===== src/rtl/posit_chk_delay.sv =====
// Fixed-depth shift register of {valid, data}; reused for any DUT latency.
module posit_chk_delay #(
    parameter int W     = 8,
    parameter int DEPTH = 8
) (
    input  logic         clk_i,
    input  logic         reset_i,
    input  logic         valid_i,
    input  logic [W-1:0] data_i,
    output logic         valid_o,
    output logic [W-1:0] data_o
);

    logic [DEPTH-1:0] vld_q;
    logic [W-1:0]     dat_q [DEPTH];

    always_ff @(posedge clk_i) begin
        if (reset_i) begin
            vld_q <= '0;
            for (int i = 0; i < DEPTH; i++) dat_q[i] <= '0;
        end else begin
            vld_q[0] <= valid_i;
            dat_q[0] <= data_i;
            for (int i = 1; i < DEPTH; i++) begin
                vld_q[i] <= vld_q[i-1];
                dat_q[i] <= dat_q[i-1];
            end
        end
    end

    assign valid_o = vld_q[DEPTH-1];
    assign data_o  = dat_q[DEPTH-1];

endmodule


===== config.mk =====
export PLATFORM = sky130hd
export DESIGN_NAME = posit_chk_delay
export DESIGN_NICKNAME = d
export VERILOG_FILES = /design/src/rtl/posit_chk_delay.sv
export SDC_FILE = /design/constraint.sdc
export NUM_CORES = 1
export LEC_CHECK = 0
export BUFFER_PORTS_ARGS = -buffer_cell sky130_fd_sc_hd__clkbuf_2
export CAP_MARGIN = 15
export CORE_MARGIN = 1.5
export CORE_UTILIZATION = 43
export CTS_CLUSTER_DIAMETER = 30
export CTS_CLUSTER_SIZE = 40
export DETAILED_ROUTE_END_ITERATION = 10
export SKIP_CTS_REPAIR_TIMING = 1
export SYNTH_ARGS = -nofsm -noshare
export SYNTH_HDL_FRONTEND = slang
export SYNTH_SLANG_ARGS = --single-unit

===== constraint.sdc =====
create_clock -name clk_i -period 0.82 [get_ports clk_i]
set_clock_uncertainty 0.2 [all_clocks]
set_input_delay 0.246 -clock clk_i [delete_from_list [all_inputs] [get_ports clk_i]]
set_output_delay 0.246 -clock clk_i [all_outputs]
set_load 0.01 [all_outputs]

==> flow_summary.json <==
{
  "endpoint_kind": "output port",
  "die_w_um": 71.91,
  "dp_hpwl_mm": 1.125,
  "finalSetupTns_ps": -3384,
  "cts_max_level": 3,
  "drtIter0Drc": 21,
  "syn_nets": 171,
  "cts-root-buf": "clkbuf_8",
  "synth_simple_gate_area_share_pct": 22.06,
  "p_seq_share_pct": 57.9,
  "cts_sinks": 72,
  "fin_area_sq_um": 2298,
  "cp_top_family": "flip-flops",
  "coreArea_sq_um": 4474,
  "fmax_mhz": 833.1,
  "synth.distinct_cells": 4,
  "synthCells": 160,
  "required_ps": 370,
  "hp-start": "data_i[5]",
  "wl_per_cell_um": 8.282,
  "drive_gt1_share_pct": 21.43,
  "synthTopCellsByArea": "dfxtp_1, nor2b_1, buf_6",
  "crit_arrival_ps": 750,
  "numCtsBuffers": 9,
  "power_mw": 6.180,
  "synthXorXnorAreaFrac_pct": 0,
  "path_class": "flip-flop to output port",
  "dieArea_sq_um": 5171,
  "critPathBufInv": 1,
  "cp_max_fo": 1,
  "grt_antenna_before_repair": 0,
  "violations": "negative hold slack, negative setup slack",
  "start_util_pct": 45.64,
  "die_y_um": 71.91,
  "vias": 937,
  "synth_top_family_by_area": "simple AND/OR/NAND/NOR gates",
  "grt.total_usage_pct": 9.634,
  "grt_setup_unrepaired": "yes",
  "synth_compound_area_share_pct": 0,
  "n_antenna_cell": 0,
  "critPathLaunchType": "flip-flop",
  "postPlaceCellArea_sq_um": 2100,
  "yosysTopAreaCellShare_pct": 70.59,
  "maxCapViolations": 0,
  "grt_max_degree": 34,
  "grt_pass1_wl_mm": 3.429,
  "relSlewSlack_pct": 90.79,
  "ioPinCount": 20,
  "max_stage_delay_ps": 310,
  "min_path_type": "input port to flip-flop",
  "io_buffer_count": 19,
  "seq_area_frac_synth_pct": 70.59,
  "internal-power_mw": 4.973,
  "synth_largest_area_cell": "dfxtp_1",
  "insertion_delay_ps": 330,
  "syn_area_per_cell_sq_um": 12.76,
  "routed_wl_mm": 1.938,
  "cellLeakagePower_nw": 0.9637,
  "drtPass1Iterations": 3,
  "crit_start": "dat_q[0][63]",
  "ys.warnings.count": 0,
  "avgViaCountPerCell": 4.004,
  "clk_pin_slew_worst_paths_ps": 60,
  "place_congestion": 0.5825,
  "cellPowerDensity_nw_per_um2": 2689,
  "min_period_over_period_pct": 146.4,
  "rows": 24,
  "cp_cell_sequence": "buf_2",
  "switching_share_pct": 19.52,
  "synth_adder_area_share_pct": 0,
  "status": "finished with violations",
  "ir_drop_v": 0.001655,
  "first_global_vias": 839,
  "switchingPower_mw": 1.207,
  "r2r-start": "dat_q[0][4]",
  "tightest_slew_ps": 138.1,
  "post-route-drc-count": 0,
  "combPwrFrac_pct": 2.3,
  "synthMuxAreaShare_pct": 0,
  "cts_tree": "yes",
  "drv_slew": 0,
  "syn_to_final_growth_pct": 12.56,
  "cp_slowest_cell": "dfxtp_1",
  "pwr-share-clk_pct": 39.8,
  "fin_hold_ws_ps": -78.90,
  "syn_area_sq_um": 2042,
  "finalSetupViolations": 9,
  "fillers": 396,
  "hold_violations": 9,
  "setup_slack_ps": -380.4,
  "drt.antenna.violating_nets": 0,
  "final_nets": 188,
  "finalCriticalPeriod_ps": 1200,
  "overflow": 0,
  "ys_seq_elements": 72,
  "clockBufferDepth": 2
}
[synth_stat cells]
library cell	number
buf_4	8
buf_6	8
dfxtp_1	72
nor2b_1	72
[final cells by class]
class                      instances  area (sq um)  share of cell area [%]
clock buffer                      13         168.9                   7.349
clock inverter                     3         15.01                  0.6532
multi-input combinational         72         450.4                   19.60
sequential                        72          1444                   62.82
tap                               52         65.06                   2.831
timing repair buffer              22         155.1                   6.750
[per-layer routing]
layer  share of wire (%)  global-route usage [%]  up-vias
li1                    -                       -      503
met1                  41                   8.154      399
met2                  46                   14.92       26
met3                 9.8                   8.333        9
met4                 2.5                   6.289        0
met5                   0                       0        -
[path summary, 6_finish.rpt]
check	slack, ps	cells past startpoint	end
setup / recovery	-380	1	data_o[7]
hold reg to reg	230	1	dat_q[0][16]
hold / removal	-80	2	dat_q[0][5]
setup reg to reg	100	1	dat_q[0][12]
[cell usage in the layout (no fill, tap or decap), drive strengths merged]
cell type   n
buf        12
clkinv      3
dfxtp      72
clkbuf     23
nor2b      72
[state kept, by name, indices dropped and copies added (netlist names)]
signal  count
vld_q       8
dat_q      64
[power by group through the flow]
stage	Sequential (mW)	Combinational, mW	Clock (mW)
6_report	3.58	0.145	2.46
5_1_grt	3.58	0.164	2.71
4_1_cts	3.58	0.149	2.57
3_5_place_dp	3.66	0.149	0
3_3_place_gp	3.65	0.142	0
2_1_floorplan	3.65	0.138	0
[kinds of logic (layout without fill, tap and decap cells)]
| group | count (synthesis) | after routing |
|---|---|---|
| buffers and inverters | 16 | 38 |
| and+or+nand+nor | 72 | 72 |
| DFF | 72 | 72 |
[through the flow]
step / utilization, % / cells / setup slack (ps)
2_1_floorplan: - / 160 / -18.78
3_3_place_gp: 46.92 / 218 / -157.4
3_5_place_dp: 46.92 / 218 / -191.2
4_1_cts: 51.03 / 234 / -418.7
5_1_grt: 51.37 / 234 / -432.6
6_report: 51.37 / 234 / -380.4
No activity file was read; power rests on OpenSTA's default activity.
